`config.mk`:
```
export PLATFORM = sky130hd
export DESIGN_NAME = fht_bank_wr_flat
export DESIGN_NICKNAME = d
export VERILOG_FILES = /design/src/rtl/fht_pkg.sv /design/src/rtl/fht_bank_wr_if.sv /design/src/rtl/fht_wr_fifo.sv /design/src/rtl/fht_bank_wr.sv /design/src/flat_wrapper.sv
export SDC_FILE = /design/constraint.sdc
export NUM_CORES = 1
export LEC_CHECK = 0
export ABC_AREA = 1
export BUFFER_PORTS_ARGS = -buffer_cell sky130_fd_sc_hd__buf_2
export CAP_MARGIN = 15
export CELL_PAD_IN_SITES_DETAIL_PLACEMENT = 1
export CELL_PAD_IN_SITES_GLOBAL_PLACEMENT = 1
export CORE_UTILIZATION = 30
export DETAILED_ROUTE_END_ITERATION = 8
export PLACE_DENSITY_LB_ADDON = 0.1
export REMOVE_ABC_BUFFERS = 1
export SYNTH_ARGS = -nofsm -noshare
export SYNTH_HDL_FRONTEND = slang
export SYNTH_SLANG_ARGS = --single-unit
```
`constraint.sdc`:
```
create_clock -name iCLK -period 9.2 [get_ports iCLK]
set_clock_uncertainty 0.05 [all_clocks]
set_input_delay 1.38 -clock iCLK [delete_from_list [all_inputs] [get_ports iCLK]]
set_output_delay 1.38 -clock iCLK [all_outputs]
set_load 0.05 [all_outputs]
```
`src/rtl/fht_pkg.sv`:
```
// Shared definitions for the FHT write-back path: default widths and FSM encodings.
package fht_pkg;

  localparam int unsigned D_BIT_DEF      = 17;
  localparam int unsigned A_BIT_DEF      = 8;
  localparam int unsigned FIFO_DEPTH_DEF = 4;

  typedef enum logic [1:0] {
    ST_IDLE  = 2'd0,
    ST_RUN   = 2'd1,
    ST_DRAIN = 2'd2,
    ST_DONE  = 2'd3
  } wr_state_e;

endpackage

```
`src/rtl/fht_bank_wr_if.sv`:
```
// Beat input and bank write port of the FHT write-back controller.
interface fht_bank_wr_if
  import fht_pkg::*;
#(
  parameter int unsigned D_BIT = D_BIT_DEF,
  parameter int unsigned A_BIT = A_BIT_DEF
) ();

  logic                    iVALID;
  logic signed [D_BIT-1:0] iY_0;
  logic signed [D_BIT-1:0] iY_1;
  logic signed [D_BIT-1:0] iY_2;
  logic signed [D_BIT-1:0] iY_3;
  logic                    iWR_GRANT;

  logic                    oWE;
  logic [A_BIT-1:0]        oADDR;
  logic signed [D_BIT-1:0] oD_0;
  logic signed [D_BIT-1:0] oD_1;
  logic signed [D_BIT-1:0] oD_2;
  logic signed [D_BIT-1:0] oD_3;

  // Producer side: butterfly results in, arbiter grant in, bank writes observed.
  modport master (
    output iVALID, iY_0, iY_1, iY_2, iY_3, iWR_GRANT,
    input  oWE, oADDR, oD_0, oD_1, oD_2, oD_3
  );

  // Controller side.
  modport slave (
    input  iVALID, iY_0, iY_1, iY_2, iY_3, iWR_GRANT,
    output oWE, oADDR, oD_0, oD_1, oD_2, oD_3
  );

endinterface

```
`src/rtl/fht_wr_fifo.sv`:
```
// Holding FIFO for tagged write beats; push and pop may coincide at any occupancy.
module fht_wr_fifo #(
  parameter int unsigned WIDTH = 8,
  parameter int unsigned DEPTH = 4
) (
  input  logic             iCLK,
  input  logic             iRESET,
  input  logic             push_i,
  input  logic             pop_i,
  input  logic [WIDTH-1:0] wdata_i,
  output logic [WIDTH-1:0] rdata_c_o,
  output logic             full_o,
  output logic             empty_o
);

  localparam int unsigned PW = $clog2(DEPTH);

  logic [WIDTH-1:0] mem_q [DEPTH];
  logic [PW-1:0]    wr_ptr_q;
  logic [PW-1:0]    rd_ptr_q;
  logic [PW:0]      cnt_q;
  logic [PW:0]      cnt_d;
  logic             do_push;
  logic             do_pop;

  assign do_pop    = pop_i && !empty_o;
  assign do_push   = push_i && (!full_o || do_pop);
  assign rdata_c_o = mem_q[rd_ptr_q];

  // Occupancy after this cycle's push/pop.
  always_comb begin
    cnt_d = cnt_q;
    case ({do_push, do_pop})
      2'b10:   cnt_d = cnt_q + (PW+1)'(1);
      2'b01:   cnt_d = cnt_q - (PW+1)'(1);
      default: cnt_d = cnt_q;
    endcase
  end

  // Pointers, occupancy and registered full/empty flags.
  always_ff @(posedge iCLK or negedge iRESET) begin
    if (!iRESET) begin
      wr_ptr_q <= '0;
      rd_ptr_q <= '0;
      cnt_q    <= '0;
      full_o   <= 1'b0;
      empty_o  <= 1'b1;
    end else begin
      if (do_push) wr_ptr_q <= wr_ptr_q + PW'(1);
      if (do_pop)  rd_ptr_q <= rd_ptr_q + PW'(1);
      cnt_q   <= cnt_d;
      full_o  <= (cnt_d == (PW+1)'(DEPTH));
      empty_o <= (cnt_d == '0);
    end
  end

  // Storage; contents are don't-care until written.
  always_ff @(posedge iCLK) begin
    if (do_push) mem_q[wr_ptr_q] <= wdata_i;
  end

endmodule

```
`src/rtl/fht_bank_wr.sv`:
```
// FHT bank write-back controller: buffers four-bank beats, writes them on grant,
// and reports stage/transform completion.
// Optional macro FHT_WR_SCALE_EN: write each word as (y + 1) >>> 1 (halving with
// round-half-up); the FIFO always holds unscaled data.
module fht_bank_wr
  import fht_pkg::*;
#(
  parameter int unsigned D_BIT      = D_BIT_DEF,
  parameter int unsigned A_BIT      = A_BIT_DEF,
  parameter int unsigned FIFO_DEPTH = FIFO_DEPTH_DEF
) (
  input  logic          iCLK,
  input  logic          iRESET,
  input  logic          iSTART,
  input  logic          iLAST_STAGE,
  fht_bank_wr_if.slave  bus,
  output logic          oBUSY,
  output logic          oSTAGE_DONE,
  output logic          oFHT_DONE,
  output logic          oOVF
);

  localparam int unsigned EW = A_BIT + 4*D_BIT;
  localparam logic [A_BIT-1:0] LAST_BEAT = {A_BIT{1'b1}};

  wr_state_e               state_q;
  logic [A_BIT-1:0]        beat_cnt_q;
  logic [A_BIT-1:0]        beat_cnt_d;
  logic                    last_stage_q;
  logic                    push;
  logic                    pop;
  logic                    drop;
  logic                    full;
  logic                    empty;
  logic [EW-1:0]           push_word;
  logic [EW-1:0]           head;
  logic [A_BIT-1:0]        head_addr;
  logic signed [D_BIT-1:0] head_y0;
  logic signed [D_BIT-1:0] head_y1;
  logic signed [D_BIT-1:0] head_y2;
  logic signed [D_BIT-1:0] head_y3;

  // Write-side word transform applied at pop.
  function automatic logic signed [D_BIT-1:0] wr_scale(input logic signed [D_BIT-1:0] y);
`ifdef FHT_WR_SCALE_EN
    return D_BIT'(((D_BIT+1)'(y) + $signed((D_BIT+1)'(1))) >>> 1);
`else
    return y;
`endif
  endfunction

  assign beat_cnt_d = beat_cnt_q + A_BIT'(1);
  assign pop        = !empty && bus.iWR_GRANT;
  assign push       = (state_q == ST_RUN) && bus.iVALID && (!full || pop);
  assign drop       = bus.iVALID && ((state_q != ST_RUN) || (full && !pop));
  assign push_word  = {beat_cnt_q, bus.iY_3, bus.iY_2, bus.iY_1, bus.iY_0};

  assign head_addr  = head[EW-1 -: A_BIT];
  assign head_y3    = $signed(head[3*D_BIT +: D_BIT]);
  assign head_y2    = $signed(head[2*D_BIT +: D_BIT]);
  assign head_y1    = $signed(head[1*D_BIT +: D_BIT]);
  assign head_y0    = $signed(head[0 +: D_BIT]);

  fht_wr_fifo #(
    .WIDTH (EW),
    .DEPTH (FIFO_DEPTH)
  ) u_fifo (
    .iCLK      (iCLK),
    .iRESET    (iRESET),
    .push_i    (push),
    .pop_i     (pop),
    .wdata_i   (push_word),
    .rdata_c_o (head),
    .full_o    (full),
    .empty_o   (empty)
  );

  // Stage FSM, beat counter, overflow flag and registered bank write port.
  always_ff @(posedge iCLK or negedge iRESET) begin
    if (!iRESET) begin
      state_q      <= ST_IDLE;
      beat_cnt_q   <= '0;
      last_stage_q <= 1'b0;
      oBUSY        <= 1'b0;
      oSTAGE_DONE  <= 1'b0;
      oFHT_DONE    <= 1'b0;
      oOVF         <= 1'b0;
      bus.oWE      <= 1'b0;
      bus.oADDR    <= '0;
      bus.oD_0     <= '0;
      bus.oD_1     <= '0;
      bus.oD_2     <= '0;
      bus.oD_3     <= '0;
    end else begin
      oSTAGE_DONE <= 1'b0;
      oFHT_DONE   <= 1'b0;
      bus.oWE     <= pop;
      if (pop) begin
        bus.oADDR <= head_addr;
        bus.oD_0  <= wr_scale(head_y0);
        bus.oD_1  <= wr_scale(head_y1);
        bus.oD_2  <= wr_scale(head_y2);
        bus.oD_3  <= wr_scale(head_y3);
      end
      if (drop) oOVF <= 1'b1;

      case (state_q)
        ST_IDLE: begin
          if (iSTART) begin
            state_q      <= ST_RUN;
            beat_cnt_q   <= '0;
            last_stage_q <= iLAST_STAGE;
            oBUSY        <= 1'b1;
          end
        end
        ST_RUN: begin
          // Dropped beats still advance the counter to keep addresses aligned.
          if (bus.iVALID) begin
            beat_cnt_q <= beat_cnt_d;
            if (beat_cnt_q == LAST_BEAT) state_q <= ST_DRAIN;
          end
        end
        ST_DRAIN: begin
          if (empty) begin
            state_q     <= ST_DONE;
            oSTAGE_DONE <= 1'b1;
            oFHT_DONE   <= last_stage_q;
          end
        end
        default: begin
          state_q <= ST_IDLE;
          oBUSY   <= 1'b0;
        end
      endcase
    end
  end

endmodule

```
`src/flat_wrapper.sv`:
```
// flat-port wrapper written by rule: the top's interface ports become plain ports
module fht_bank_wr_flat import fht_pkg::*;
#(
  parameter int unsigned D_BIT      = D_BIT_DEF,
  parameter int unsigned A_BIT      = A_BIT_DEF,
  parameter int unsigned FIFO_DEPTH = FIFO_DEPTH_DEF
)
  (iCLK, iRESET, iSTART, iLAST_STAGE, oBUSY, oSTAGE_DONE, oFHT_DONE, oOVF, bus_iVALID, bus_iY_0, bus_iY_1, bus_iY_2, bus_iY_3, bus_iWR_GRANT, bus_oWE, bus_oADDR, bus_oD_0, bus_oD_1, bus_oD_2, bus_oD_3);
  fht_bank_wr_if #(.D_BIT(D_BIT), .A_BIT(A_BIT)) bus_i ();
  input  logic iCLK;
  input  logic iRESET;
  input  logic iSTART;
  input  logic iLAST_STAGE;
  output logic oBUSY;
  output logic oSTAGE_DONE;
  output logic oFHT_DONE;
  output logic oOVF;
  input wire logic [$bits(bus_i.iVALID)-1:0] bus_iVALID;
  input wire logic [$bits(bus_i.iY_0)-1:0] bus_iY_0;
  input wire logic [$bits(bus_i.iY_1)-1:0] bus_iY_1;
  input wire logic [$bits(bus_i.iY_2)-1:0] bus_iY_2;
  input wire logic [$bits(bus_i.iY_3)-1:0] bus_iY_3;
  input wire logic [$bits(bus_i.iWR_GRANT)-1:0] bus_iWR_GRANT;
  output wire logic [$bits(bus_i.oWE)-1:0] bus_oWE;
  output wire logic [$bits(bus_i.oADDR)-1:0] bus_oADDR;
  output wire logic [$bits(bus_i.oD_0)-1:0] bus_oD_0;
  output wire logic [$bits(bus_i.oD_1)-1:0] bus_oD_1;
  output wire logic [$bits(bus_i.oD_2)-1:0] bus_oD_2;
  output wire logic [$bits(bus_i.oD_3)-1:0] bus_oD_3;
  assign bus_i.iVALID = bus_iVALID;
  assign bus_i.iY_0 = bus_iY_0;
  assign bus_i.iY_1 = bus_iY_1;
  assign bus_i.iY_2 = bus_iY_2;
  assign bus_i.iY_3 = bus_iY_3;
  assign bus_i.iWR_GRANT = bus_iWR_GRANT;
  assign bus_oWE = bus_i.oWE;
  assign bus_oADDR = bus_i.oADDR;
  assign bus_oD_0 = bus_i.oD_0;
  assign bus_oD_1 = bus_i.oD_1;
  assign bus_oD_2 = bus_i.oD_2;
  assign bus_oD_3 = bus_i.oD_3;
  fht_bank_wr #(.D_BIT(D_BIT), .A_BIT(A_BIT), .FIFO_DEPTH(FIFO_DEPTH)) u_core (.iCLK(iCLK), .iRESET(iRESET), .iSTART(iSTART), .iLAST_STAGE(iLAST_STAGE), .bus(bus_i), .oBUSY(oBUSY), .oSTAGE_DONE(oSTAGE_DONE), .oFHT_DONE(oFHT_DONE), .oOVF(oOVF));
endmodule
```
## Word level (Yosys, flattened, before mapping)

Memories as Yosys holds them, arrays and structs flattened. A register that Yosys moved wholly into a read port is not among the register bits.
Cells that the tools add are included.

| word-level totals | value |
|---|---|
| register bits after elaboration | 25 |
| bits in writable memories | 304 |
| input bits | 74 |
| output and inout bits | 81 |
| logic and storage cells | 70 |
| memories kept | 1 |

Memory list:

| memory | words | bits a word | rd ports | clocked after Yosys merged registers in | wr ports | RTL line | source |
|---|---|---|---|---|---|---|---|
| u_core.u_fifo.mem_q | 4 | 76 | 1 | 1 | 1 | fht_wr_fifo.sv:18 | `logic [WIDTH-1:0] mem_q [DEPTH];` |

| cells by class | value |
|---|---|
| add/sub/neg operators | 5 |
| eq/ne operators | 11 |
| mux-type cells | 17 |
| bitwise operators | 1 |
| reduce and logical (&&, ||, !) cells | 22 |

Operators by type and width:

| kind | count |
|---|---|
| two-way mux 8 bit | 2 |
| one-hot mux 8 bit (2 select lines) | 1 |
| adder 8 x 1 -> 8 bit (second input constant) | 1 |
| == test 8 bit (second input constant) | 1 |
| two-way mux 2 bit | 4 |
| inequality test 2 bit (second input constant) | 4 |
| logical AND 1 bit | 7 |
| two-way mux 1 bit | 7 |
| one-hot mux 2 bit (3 select lines) | 1 |
| one-hot mux 3 bit (2 select lines) | 1 |
| adder 2 x 1 -> 2 bit (second input constant) | 2 |
| == test 2 x 1 -> 1 bit (second input constant) | 2 |
| == test 2 bit (second input constant) | 2 |
| zero test 1 bit | 4 |
| AND reduction 2 bit | 2 |
| AND reduction 4 bit | 1 |
| adder 3 x 1 -> 3 bit (second input constant) | 1 |
| == test 3 bit (second input constant) | 1 |
| zero test 3 bit | 1 |
| logical OR 1 bit | 3 |
| AND reduction 3 bit | 1 |
| subtractor 3 x 1 -> 3 bit (second input constant) | 1 |
| zero test 2 bit | 1 |
| inequality test 2 x 1 -> 1 bit (second input constant) | 1 |
| 4 further kinds | 4 |

## Longest topological paths before layout

Gate-level depths: netlist (run 1).

| logic depth | value |
|---|---|
| depth after elaboration | 8 |
| gate-level depth with buffers | 12 |
| gate-level depth less buffers | 12 |

## Modules after synthesis

Synthesis (run 1) repeated with hierarchy kept, for this count alone.

| unflattened totals | value |
|---|---|
| cell total of the unflattened synthesis | 1228 |
| area total of the unflattened synthesis | 15502.4 µm² |

Modules (own cells, without submodules):

| module | instances | cells an instance | area an instance (µm²) | seq. area each (µm²) |
|---|---|---|---|---|
| fht_wr_fifo | 1 | 791 | 11776.3 | 9355.2 |
| fht_bank_wr | 1 | 437 | 3726.1 | 2302.2 |

## Worst setup path after synthesis (run 1)

No wires, ideal clock.

| timing path | value |
|---|---|
| path type | input -> register |
| start | input port bus_iWR_GRANT |
| end | memory u_core.u_fifo.mem_q[0][0] in the netlist's numbering (enable) |
| library setup time | 0.511 ns |
| arrival time | 4.868 ns |
| required time | 8.639 ns |
| path slack | 3.771 ns |
| stages on the path | 4 |
| path buffers | 0 |
| cells stage by stage | nand2_4 -> nand2_1 -> nand3_2 -> nor2_1 |

| between the ends | value |
|---|---|
| longest elaborated chain between the ends | 6 |
| elaborated cells on any way between the ends | 8 |
| those cells by class | mux (2); reduce/logical (6) |

RTL lines:

| element | RTL line | source |
|---|---|---|
| start: declaration | flat_wrapper.sv:23 | `input wire logic [$bits(bus_i.iWR_GRANT)-1:0] bus_iWR_GRANT;` |
| logical AND 1 bit * | fht_bank_wr.sv:53 | `assign pop = !empty && bus.iWR_GRANT;` |
| logical OR 1 bit / logical AND 1 bit (equally long branches) | fht_bank_wr.sv:54, fht_wr_fifo.sv:26 |  |
| logical AND 1 bit / logical OR 1 bit (equally long branches) | fht_bank_wr.sv:54, fht_wr_fifo.sv:27 |  |
| logical AND 1 bit * | fht_wr_fifo.sv:27 | `assign do_push = push_i && (!full_o \|\| do_pop);` |
| two-way mux 1 bit * | fht_wr_fifo.sv:59 | `if (do_push) mem_q[wr_ptr_q] <= wdata_i;` |
| two-way mux 1 bit (not written as such) * | fht_wr_fifo.sv:59 |  |
| end: declaration | fht_wr_fifo.sv:18 |  |

Every way passes the cells marked *; elsewhere a longest branch is shown, timed or not.

## Worst setup path in the final report (run 1)

| timing path | value |
|---|---|
| start | input port bus_iWR_GRANT |
| end | memory u_core.u_fifo.mem_q[0][4] in the netlist's numbering (enable) |

The elaborated chain is that of the path after synthesis.

==> results of run 1 <==
-- through the flow --
stage	cell area, um^2	worst slack, ns	utilization [%]	power, mW
final	18800	5.02	35.6	6.60
after global routing	18800	4.69	35.6	7.04
after CTS	18800	4.88	35.6	6.75
after detailed placement	17300	4.27	32.8	4.88
after global placement	17300	4.34	32.8	4.85
after floorplan	15500	3.39	-	4.19
-- logic make-up (layout without fill, tap and decap cells) --
kind of cell | count (synthesis) | after routing | share of synthesized area (%)
xor+xnor | 3 | 3 | 0.164
flops | 405 | 405 | 72.8
buf+inv | 102 | 288 | 4.12
fa+ha+maj | 10 | 10 | 0.828
simple gates | 541 | 541 | 13.0
compound gates | 240 | 240 | 9.15
-- power by group --
group | internal, mW | total (mW) | switching, mW
sequential | 2.31 | 2.49 | 0.179
combinational | 0.579 | 2.29 | 1.71
clock | 1.09 | 1.83 | 0.735
total | 3.98 | 6.60 | 2.63
-- cell type report --
type / instances / share of cell area, %
clock inverters: 19 / 1.06
well taps: 688 / 4.59
inverters: 36 / 0.794
multi-input cells: 794 / 19.9
flip-flops and latches: 405 / 62.2
repair buffers: 164 / 4.54
clock buffers: 69 / 6.92
-- worst paths after layout --
check / endpoint / start / slack [ns]
setup / recovery: u_core.u_fifo.mem_q[0][4] / bus_iWR_GRANT / 5.02
hold / removal: u_core.bus.oD_1[16] / u_core.bus.oD_1[16] / 0.42
setup reg to reg: u_core.u_fifo.mem_q[0][4] / u_core.u_fifo.empty_o / 5.50
hold reg to reg: u_core.bus.oD_1[16] / u_core.bus.oD_1[16] / 0.42
max in group asynchronous: u_core.u_fifo.rd_ptr_q[0] / iRESET / 7.18
min in group asynchronous: u_core.bus.oD_2[8] / iRESET / 0.78
-- worst max-delay path: stages --
cell and delay, ns:
buf_2 0.10, nand2_4 0.54, nand2_1 0.31, nand3_2 0.30
nor2_4 0.83, buf_4 0.81
-- per-layer routing --
metal / global-route usage [%] / share of wire (%) / vias up
li1: - / - / 4733
met1: 20.2 / 47 / 4965
met2: 24.1 / 48 / 133
met3: 3.08 / 3.8 / 51
met4: 3.53 / 1.6 / 2
met5: 0 / 0.023 / -
-- cells in the final DEF (no fill, tap or decap), types with 2 or more instances in the layout --
cell | netlist | final
inv_6 | 0 | 4
nand3_1 | 7 | 7
clkbuf_1 | 7 | 18
clkinv_1 | 0 | 6
buf_2 | 39 | 153
inv_1 | 30 | 30
ha_1 | 9 | 9
or2_2 | 2 | 2
xor2_1 | 3 | 3
nor2_1 | 249 | 245
a21oi_1 | 5 | 5
buf_4 | 0 | 10
nand2_1 | 272 | 272
clkbuf_8 | 0 | 4
o21ai_0 | 8 | 8
bufinv_16 | 0 | 4
o21ai_1 | 156 | 156
clkinv_2 | 0 | 7
o21ai_2 | 70 | 70
edfxtp_1 | 304 | 304
inv_2 | 5 | 3
clkbuf_16 | 0 | 47
nand4_1 | 7 | 7
nor2_4 | 0 | 4
dfrtp_1 | 100 | 99
-- state kept, by name, indices dropped and copies added (netlist names), 2 cells and up --
name                    count
u_core.u_fifo.mem_q       304
u_core.bus.oD_0            17
u_core.bus.oD_1            17
u_core.bus.oD_2            17
u_core.bus.oD_3            17
u_core.beat_cnt_q           8
u_core.bus.oADDR            8
u_core.u_fifo.cnt_q         3
u_core.state_q              2
u_core.u_fifo.rd_ptr_q      2
u_core.u_fifo.wr_ptr_q      2
==> out/qor.yml, run 1 <==
run_status:
  outcome: "complete, no violations"
pwr:
  leakagePower_nw: 7.26
  cellPowerDensity_nw_per_um2: 352
  ir_drop_mv: 0.165
die:
  row_count: 84
  dieHeight_um: 233
  initial_utilization_pct: 30.4
  core_area_um2: 52700
  fp.dieW_um: 233
  dieArea_um2: 54300
  ioPinCount: 155
layout:
  fillers: 5693
  multi_input_area_um2: 3740
  layout-drive-gt1-share_pct: 21.2
  diodes: 0
  nets: 1532
  instances_no_fill: 2175
  regArea_um2: 11700
  syn_to_final_growth_pct: 17.1
global_routing:
  grt_max_degree: 91
  grt_antenna_before_repair: 3
  grt_pass1_vias: 10203
  grt_pass1_wl_um: 61500
  gr-usage-all-layers_pct: 14.9
  overflow: 0
clocking:
  postCtsSetupBuffers: 0
  numCtsBuffers: 47
  clock_sinks: 405
  cts-hold-fix-buffers: 0
  cts_max_level: 2
  clock-root-buffer: "clkbuf_16"
  cts_resized: 0
  clk_path_buf_depth: 3
  clk_latency_ns: 0.57
  clk_pin_slew_ns: 0.06
  cts_tree: "yes"
worst_setup_path:
  end_kind: "flip-flop"
  crit_path_start_kind: "input port"
  cp.required_ns: 9.34
  crit_arrival_ns: 4.32
  worstSetupPathType: "input port to flip-flop"
  ff2ff_path_depth: 6
  path_max_fanout: 79
routing:
  ant_nets: 0
  drt-total-wl_um: 39900
  vias: 9884
  vias_per_cell: 4.54
  drtIter0Drc: 405
  drc: 0
  wire_per_inst_um: 18.3
  dr.pass1.iters: 4
yosys:
  synth_most_common_cell: "edfxtp_1"
  synthTopCellsByCount: "304 x edfxtp_1, 272 x nand2_1, 249 x nor2_1, 156 x o21ai_1, 100 x dfrtp_1"
  yosysTopAreaCellShare_pct: 57.0
  synth_edf_count: 304
  netlist_area_um2: 16000
  synthFlopType: "edfxtp_1"
  synth_area_leader_cell: "edfxtp_1"
  ys_warn_count: 0
  ys_seq_area_share_pct: 72.8
  synth_async_sr_flop_share_pct: 24.9
  syn_avg_cell_area_um2: 12.3
  ys_types: 27
  synthTopCellsByArea: "edfxtp_1 57%, dfrtp_1 16%, nand2_1 6.4%, nor2_1 5.8%, o21ai_1 4.9%"
  ys_ff_latch: 405
  syn-instance-count: 1301
worst_hold_path:
  min_path_type: "flip-flop to flip-flop"
  whs_path_depth: 2
placement:
  dp_hpwl_um: 22800
  portBuffers: 154
  dpl.cell_count: 2087
  place_congestion: 0.690
timing:
  tightest_slew_ns: 1.13
  finalSetupTns_ns: 0
  relSlewSlack_pct: 24.7
  rsz0062_at_grt: "false"
  setup_violations: 0
  maxSlewViolCount: 0
  fmax_mhz: 239
  fin_crit_sh_pct: 45.4
  hold_violations: 0
  post-route-min-period_ns: 4.18
  timing.hold.ws_ns: 0.425
run:
  max_cap_violations: 0
Power figures use the tool's default switching activity.
==> run 2: changes to the inputs <==
- clock period: 9.2 -> 4.34 ns (I/O delays scaled with it)
==> run 2 against run 1 <==
  * Non-clock buffer count is 8 higher
  * Largest cell class unchanged
  * Via count grew 0.64%
  * Sequential cell count stayed put
  * Die area unchanged
==> out/qor.yml, run 2 (synthesized netlist as in run 1, its figures left out) <==
run_status:
  outcome: "complete, no violations"  # unchanged
worst_setup_path:
  slowest_stage: "nor2_4"  # unchanged
  worstSetupPathType: "flip-flop to flip-flop"  # was input port to flip-flop
  crit_path_start_kind: "flip-flop"  # was input port
  worstPathCellList: "inv_1 > ha_1 > nand3_2 > nor2_4 > buf_12"  # was buf_2 > nand2_4 > nand2_1 > nand3_2 > nor2_4 > buf_4
  cp_slowest_stage_delay_ns: 0.48  # was 0.83 ns
  end_kind: "flip-flop"  # unchanged
  cp.required_ns: 4.50  # was 9.34 ns
  crit_arrival_ns: 2.81  # was 4.32 ns
  path_max_fanout: 64  # was 79
routing:
  vias: 9947  # was 9,884
  ant_nets: 0  # unchanged
  drt-total-wl_um: 40000  # was 39,900 um
  drtIter0Drc: 422  # was 405
  vias_per_cell: 4.56  # was 4.54
  drc: 0  # unchanged
  wire_per_inst_um: 18.3  # about the same
  dr.pass1.iters: 4  # unchanged
clocking:
  cts_tree: "yes"  # unchanged
  clk_path_buf_depth: 3  # unchanged
  cts_resized: 0  # unchanged
  clk_latency_ns: 0.57  # about the same
  clk_pin_slew_ns: 0.06  # about the same
  cts-hold-fix-buffers: 0  # unchanged
  postCtsSetupBuffers: 0  # unchanged
  clock-root-buffer: "clkbuf_16"  # unchanged
  cts_max_level: 2  # unchanged
  clock_sinks: 405  # unchanged
  numCtsBuffers: 47  # unchanged
placement:
  portBuffers: 154  # unchanged
  place_congestion: 0.689  # was 0.690
  pre_cts_slack_ns: 1.61  # was 4.27 ns
  placedInstanceArea_um2: 17400  # was 17,300 um^2
  dp_hpwl_um: 22500  # was 22,800 um
timing:
  finalSetupTns_ns: 0  # unchanged
  fmax_mhz: 378
  tightest_slew_ns: 1.02  # was 1.13 ns
  fin_crit_sh_pct: 61.0
  hold_violations: 0  # unchanged
  relSlewSlack_pct: 31.7  # was 24.7%
  maxSlewViolCount: 0  # unchanged
  post-route-min-period_ns: 2.65
  setup_violations: 0  # unchanged
  rsz0062_at_grt: "false"  # unchanged
  timing.final.ws_setup_ns: 1.69  # was 5.02 ns
  timing.hold.ws_ns: 0.135  # was 0.425 ns
layout:
  nets: 1540  # was 1,532
  diodes: 0  # unchanged
  final_cell_mix: "304 x edfxtp_1, 272 x nand2_1, 245 x nor2_1"  # unchanged
  largest_register: "u_core.u_fifo.mem_q"  # unchanged
  final_common_cell: "edfxtp_1"  # unchanged
  design_area_um2: 18900  # was 18,800 um^2
  syn_to_final_growth_pct: 18.0  # was 17.1%
  layout-drive-gt1-share_pct: 21.8  # was 21.2%
  largest_register_ffs: 304  # unchanged
global_routing:
  grt_pass1_wl_um: 62100  # was 61,500 um
  grt_max_degree: 88  # was 91
  grt_pass1_vias: 10457  # was 10.2k
  gr-usage-all-layers_pct: 15.0  # was 14.9%
  grt_antenna_before_repair: 2  # was 3
  overflow: 0  # unchanged
die:
  dieArea_um2: 54300  # unchanged
  fp.dieW_um: 233  # unchanged
  core_area_um2: 52700  # unchanged
  row_count: 84  # unchanged
  dieHeight_um: 233  # unchanged
  ioPinCount: 155  # unchanged
  initial_utilization_pct: 30.4  # unchanged
pwr:
  cellPowerDensity_nw_per_um2: 745  # was 352 nW/um^2
  ir_drop_mv: 0.327  # was 0.165 mV
  leakagePower_nw: 7.33  # was 7.26 nW
  power_mw: 14.1  # was 6.60 mW
worst_hold_path:
  min_path_type: "input port to async pin"  # was flip-flop to flip-flop
run:
  max_cap_violations: 0  # unchanged
[run 2: changes by cell type in the layout (fill, tap and decap cells not counted), moves of 2 or more]
cell,delta
clkbuf_16,+2
clkinvlp_4,+2
buf_12,+4
buf_4,+4
inv_6,-3
clkinv_1,+3
clkbuf_1,-7
[run 2: path summary, 6_finish.rpt]
path | slack [ns] | to | startpoint | depth (start not counted)
hold / removal | 0.14 | u_core.bus.oD_2[4] | iRESET | 1
min in group iCLK | 0.25 | u_core.u_fifo.mem_q[2][32] | bus_iY_1[15] | 1
setup reg to reg | 1.69 | u_core.u_fifo.mem_q[3][53] | u_core.state_q[1] | 5
setup / recovery | 1.69 | u_core.u_fifo.mem_q[3][53] | u_core.state_q[1] | 5
hold reg to reg | 0.42 | u_core.bus.oD_1[14] | u_core.bus.oD_1[14] | 2
max in group asynchronous | 3.24 | u_core.bus.oD_1[8] | iRESET | 2
[run 2: layout make-up]
class                      instances  area [um^2]
fill                            5646        33800
multi-input combinational        794         3740
sequential                       405        11700
inverter                          36          149
clock buffer                      64         1320
clock inverter                    23          213
timing repair buffer             172          962
tap                              688          861
[run 2: metal layers]
layer / track usage [%] / vias to the layer above / wire (um)
met3: 2.95 / 60 / 1590
met5: 0 / - / 9
met2: 25.0 / 146 / 19100
li1: - / 4758 / -
met1: 20.0 / 4981 / 18500
met4: 3.82 / 2 / 741
[run 2: worst max-delay path: cells and delay by family, from the launching register on]
kind,cells,cell delay (ns)
fa+ha+maj,1,0.43
buf+inv,2,0.50
flops,1,0.39
simple gates,2,0.85
[run 2: report_power, final]
part           switching, mW  leakage (nW)  internal (mW)
combinational           3.66          2.58           1.27
clock                   1.57         0.748           2.36
sequential             0.335          4.00           4.89
[run 2: stage by stage]
| stage | cells | util, % |
|---|---|---|
| finish | 2182 | 35.9 |
| global route | 2182 | 35.9 |
| CTS | 2182 | 35.9 |
| detailed placement | 2095 | 33.0 |
| global placement | 2095 | 33.0 |
| floorplan | 1235 | - |
